## src/rtl/watchdog_pkg.sv

```systemverilog
// Shared types and defaults for the watchdog calculation path.
// Holds the arbiter FSM encoding and the default timeout limits.
package watchdog_pkg;

   typedef enum logic [2:0] {
      S_IDLE,
      S_ISSUE,
      S_WAIT_BUSY,
      S_RUN,
      S_DONE
   } arb_state_t;

   localparam int CALC_START_TO = 16;
   localparam int CALC_RUN_TO   = 1024;
   localparam int CALC_TW       = 11;

   function automatic logic [1:0] port_onehot(input logic idx);
      return idx ? 2'b10 : 2'b01;
   endfunction

endpackage

```

## src/rtl/rr_arb2.sv

```systemverilog
// Two-way round-robin picker: prefers the port that was not served last.
// Purely combinational; the last pointer lives in the caller.
module rr_arb2 (
   input  logic [1:0] req,
   input  logic       last,
   output logic       idx,
   output logic       valid
);

   always_comb begin
      valid = |req;
      idx   = 1'b0;
      if (req[~last]) begin
         idx = ~last;
      end else if (req[last]) begin
         idx = last;
      end
   end

endmodule

```

## src/rtl/calc_arbiter.sv

```systemverilog
// Shares one calculation core between two requesters, round-robin,
// with start and run watchdogs around each job.
module calc_arbiter
   import watchdog_pkg::*;
#(
   parameter int START_TO = CALC_START_TO,
   parameter int RUN_TO   = CALC_RUN_TO,
   parameter int TW       = CALC_TW
) (
   input  logic        clk,
   input  logic        rst,
   input  logic [1:0]  req,
   input  logic [31:0] a0_p0,
   input  logic [31:0] a1_p0,
   input  logic [31:0] a0_p1,
   input  logic [31:0] a1_p1,
   output logic [1:0]  gnt,
   output logic [1:0]  done,
   output logic [31:0] result,
   output logic        err,
   output logic [31:0] core_a0,
   output logic [31:0] core_a1,
   output logic        start_calc,
   input  logic        core_busy,
   input  logic [31:0] core_result
);

   arb_state_t         state, state_nxt;
   logic [TW-1:0]      timer, timer_nxt;
   logic               owner, owner_nxt;
   logic               last, last_nxt;
   logic [1:0]         gnt_nxt, done_nxt;
   logic               start_nxt, err_nxt;
   logic signed [31:0] result_nxt, a0_nxt, a1_nxt;
   logic               pick_idx, pick_vld;

   rr_arb2 u_pick (
      .req   (req),
      .last  (last),
      .idx   (pick_idx),
      .valid (pick_vld)
   );

   // every output is a register; this process only computes next values
   always_comb begin
      state_nxt  = state;
      timer_nxt  = timer;
      owner_nxt  = owner;
      last_nxt   = last;
      gnt_nxt    = 2'b00;
      done_nxt   = 2'b00;
      start_nxt  = 1'b0;
      err_nxt    = err;
      result_nxt = result;
      a0_nxt     = core_a0;
      a1_nxt     = core_a1;
      case (state)
         S_IDLE: begin
            if (pick_vld) begin
               gnt_nxt   = port_onehot(pick_idx);
               owner_nxt = pick_idx;
               a0_nxt    = pick_idx ? a0_p1 : a0_p0;
               a1_nxt    = pick_idx ? a1_p1 : a1_p0;
               state_nxt = S_ISSUE;
            end
         end
         S_ISSUE: begin
            start_nxt = 1'b1;
            timer_nxt = '0;
            state_nxt = S_WAIT_BUSY;
         end
         S_WAIT_BUSY: begin
            if (core_busy) begin
               timer_nxt = '0;
               state_nxt = S_RUN;
            end else if (timer == TW'(START_TO - 1)) begin
               err_nxt    = 1'b1;
               result_nxt = '0;
               state_nxt  = S_DONE;
            end else begin
               timer_nxt = timer + 1'b1;
            end
         end
         S_RUN: begin
            if (!core_busy) begin
               result_nxt = core_result;
               err_nxt    = 1'b0;
               state_nxt  = S_DONE;
            end else if (timer == TW'(RUN_TO - 1)) begin
               err_nxt    = 1'b1;
               result_nxt = '0;
               state_nxt  = S_DONE;
            end else begin
               timer_nxt = timer + 1'b1;
            end
         end
         S_DONE: begin
            done_nxt  = port_onehot(owner);
            last_nxt  = owner;
            state_nxt = S_IDLE;
         end
         default: state_nxt = S_IDLE;
      endcase
   end

   // last resets to port 1 so that port 0 wins the first contention
   always_ff @(posedge clk) begin
      if (rst) begin
         state      <= S_IDLE;
         timer      <= '0;
         owner      <= 1'b0;
         last       <= 1'b1;
         gnt        <= 2'b00;
         done       <= 2'b00;
         start_calc <= 1'b0;
         err        <= 1'b0;
         result     <= '0;
         core_a0    <= '0;
         core_a1    <= '0;
      end else begin
         state      <= state_nxt;
         timer      <= timer_nxt;
         owner      <= owner_nxt;
         last       <= last_nxt;
         gnt        <= gnt_nxt;
         done       <= done_nxt;
         start_calc <= start_nxt;
         err        <= err_nxt;
         result     <= result_nxt;
         core_a0    <= a0_nxt;
         core_a1    <= a1_nxt;
      end
   end

endmodule

```

## config.mk

```make
export PLATFORM = sky130hd
export DESIGN_NAME = calc_arbiter
export DESIGN_NICKNAME = d
export VERILOG_FILES = /design/src/rtl/watchdog_pkg.sv /design/src/rtl/rr_arb2.sv /design/src/rtl/calc_arbiter.sv
export SDC_FILE = /design/constraint.sdc
export NUM_CORES = 1
export LEC_CHECK = 0
export ABC_AREA = 1
export CAP_MARGIN = 10
export CORE_MARGIN = 10
export CORE_UTILIZATION = 42
export CTS_CLUSTER_SIZE = 20
export DETAILED_ROUTE_END_ITERATION = 10
export PLACE_DENSITY = 0.95
export REMOVE_ABC_BUFFERS = 1
export SETUP_SLACK_MARGIN = 0.15
export SKIP_CTS_REPAIR_TIMING = 1
export SLEW_MARGIN = 20
export SYNTH_ARGS = -nofsm -noshare
export SYNTH_HDL_FRONTEND = slang
export SYNTH_HIERARCHICAL = 1
export SYNTH_SLANG_ARGS = --single-unit
```

## constraint.sdc

```tcl
create_clock -name clk -period 4.6 [get_ports clk]
set_input_delay 0.46 -clock clk [delete_from_list [all_inputs] [get_ports clk]]
set_output_delay 0.46 -clock clk [all_outputs]
set_load 0.02 [all_outputs]
```

==> summary.md <==
| Metric | Value |
|---|---|
| Drt initial violations | 463 |
| Tcrit/Tclk final | 0.5162 |
| Worst-Skew Late Latency | 420 ps |
| Status | complete, no violations |
| Gr ovfl total | 0 |
| Core area | between 10000 and 15000 um2 |
| Slew headroom | 0.2443 |
| NumNets Final | around 1100 |
| Detail Route Antenna Nets | 0 |
| Dpl hpwl | ~14000 um |
| FFs w/ async S/R, synth | 0 |
| Worst setup path category | reg2reg |
| Crit start category | flop |
| Fill count | between 800 and 900 |
| Chip Height | around 130 um |
| Die Wd | between 100 and 150 um |
| CTS tree | done |
| # setup viols final | 0 |
| Largest area contributor in the netlist | dfxtp_1 |
| Final hold vios | 0 |
| Max clock buf depth | 2 |
| Vias per inst | 5.055 |
| Distinct cell type count after synthesis | 30 |
| Via count | 5566 |
| Antenna diodes | 0 |
| Power density over the cells | 434.5 nW/um2 |
| Peak VDD IR | around 0.00034 V |
| Worst EP arrival | about 2700 ps |
| DRC Markers | 0 |
| Kind of end point of the critical path | flop |
| GR Util All Layers | 0.2225 |
| Worst endpoint required time | around 5000 ps |
| Clock sinks | 118 |
| Leak Pwr | between 0.003 and 0.004 uW |
| Num CTS Buffers | 17 |
| Placed cell areas | between 7000 and 8000 um2 |
| Delay of the slowest critical-path stage | roughly 610 ps |
| Fmax | between 400 and 500 MHz |
| Final Critical Period | between 2000 and 2500 ps |
| Largest net degree at the start of global routing | 66 |
| Drt pass-1 iters | 5 |
| Crit path max fanout | 36 |
| Worst path top cell family by delay | simple AND/OR/NAND/NOR gates |
| Sequential area share after synthesis | 0.4750 |
| Root Buffer | clkbuf_16 |
| Unrepaired setup endpoints after global routing | no |
| Hold_sp | owner |
| Initial antenna violation count | 0 |
| Io pins | around 270 |
| Worst path bufs/invs | 0 |
| #FFs+latches synth | roughly 120 |
| Setup TNS | 0 ps |
| I/O Buffers | 266 |
| Reg-to-reg critical path startpoint | timer[0] |
| Area Overhead vs Synth | 66.21% |
| Worst-path clk slew | 50 ps |
| WL final | 19440 um |
| Mean Syn Cell Area | 7.136 um2 |
| First-pass GRT wire length | between 20000 and 30000 um |
| WL per Instance | around 18 um |
| Mapped Cells | roughly 700 |
| Worst Hold Class | reg2reg |
| Vias in the first global route | approximately 5400 |
| Layout cell share with drive strength beyond 1 | 0.05532 |
| Post-synth top cells | nand2_1, dfxtp_1, nor2_1 |
| Gpl congestion | approximately 0.9 |
| CP cell instances | ha_1 > nand2_1 > nor2_2 > nand3_2 > nand3_4 > nand2_4 > nor2_4 > nor2_1 > nor2_1 |
| Worst path slowest cell | nor2_4 |
| Dominant synthesized flop cell | dfxtp_1 |
| Row count | 39 |
| Initial Util | 0.4319 |
| CP most frequent cell | nor2_1 |
| Max-cap viol count | 0 |
| Crit. Startpoint | timer[0] |
| Area fraction of the dominant cell type after synthesis | 0.4750 |
| Pins Over Slew Limit | 0 |
| Post-synth EDFFs | 0 |
| Finished Cell Area | around 8300 um2 |
| CTS H-tree depth | 4 |
| Setup Skew | between 9 and 10 ps |
| Die area | 16590 um2 |
| Pwr Total | 3592 uW |
| Count leader, synth | nand2_1 |
| Synth warnings | 6 |
| Worst-margin pin slew | approximately 1100 ps |
| Top post-synthesis cells by area | dfxtp_1, nand2_1, nor2_1 |
| Post-Syn Area | just under 5000 um2 |
[cells by family (layout without fill, tap and decap cells)]
group | after synthesis | after routing | share of synthesized area
AO/OA/AOI/OAI | 52 | 52 | 0.07069
XOR/XNOR | 1 | 1 | 0.001761
adder cells (fa/ha/maj) | 1 | 1 | 0.002515
buffers and inverters | 70 | 331 | 0.06340
flip-flops | 118 | 118 | 0.4750
AND/OR/NAND/NOR | 455 | 455 | 0.3867
[cells in the final DEF (no fill, tap or decap), drive strengths merged]
cell             n
buf              3
nor3             6
clkdlybuf4s50  266
nor2            88
o21ai            7
clkinv           7
a211oi           1
inv             29
bufinv           4
dfxtp          118
or2              1
nor3b            1
ha               1
nand2          274
a21oi           10
nand3           51
a22oi           33
nand4           34
xor2             1
o21a             1
clkbuf          22
[final cells by class]
class                      instances  area [um2]  share of cell area
multi-input combinational        509        2303              0.2786
clock inverter                    10       150.1             0.01816
inverter                          30       112.6             0.01362
clock buffer                      22       474.2             0.05736
timing repair buffer             269        2685              0.3248
sequential                       118        2362              0.2858
tap                              143       178.9             0.02164
[state kept, by name (all words and copies together) (netlist names)]
name and count:
core_a0 32, core_a1 32, done 2, err 1, gnt 2, last 1, owner 1, result 32
start_calc 1, state 3, timer 11
[final timing paths]
check | to | slack (ps) | depth (start not counted)
setup / recovery | result[16] | 2230 | 9
hold / removal | done[0] | 440 | 1
setup reg to reg | result[16] | 2230 | 9
hold reg to reg | done[0] | 440 | 1
[through the flow]
step	setup slack, ps	hold slack (ps)	util	std cells
6_report	2226	437.5	0.7178	1101
5_1_grt	1934	452.7	0.7178	1101
4_1_cts	2223	439.2	0.7178	1101
3_5_place_dp	1935	428.5	0.6636	1069
3_3_place_gp	1983	419.7	0.6632	1069
2_1_floorplan	2337	403.0	-	657
[metal layers]
| metal | up-vias | part of all wire | track usage |
|---|---|---|---|
| met1 | 2525 | 0.36 | 0.2308 |
| met2 | 243 | 0.54 | 0.4008 |
| met4 | 0 | 0.029 | 0.09900 |
| li1 | 2756 | - | - |
| met5 | - | 0 | 0 |
| met3 | 42 | 0.072 | 0.07433 |
[where the power goes]
group,leakage [uW],internal (uW),total [uW],switching (uW)
Clock,0.000313,943,1400,459
Sequential,0.000965,1160,1240,81.2
Combinational,0.00211,435,946,511
Total,0.00338,2540,3590,1050
No activity file was read; power rests on OpenSTA's default activity.
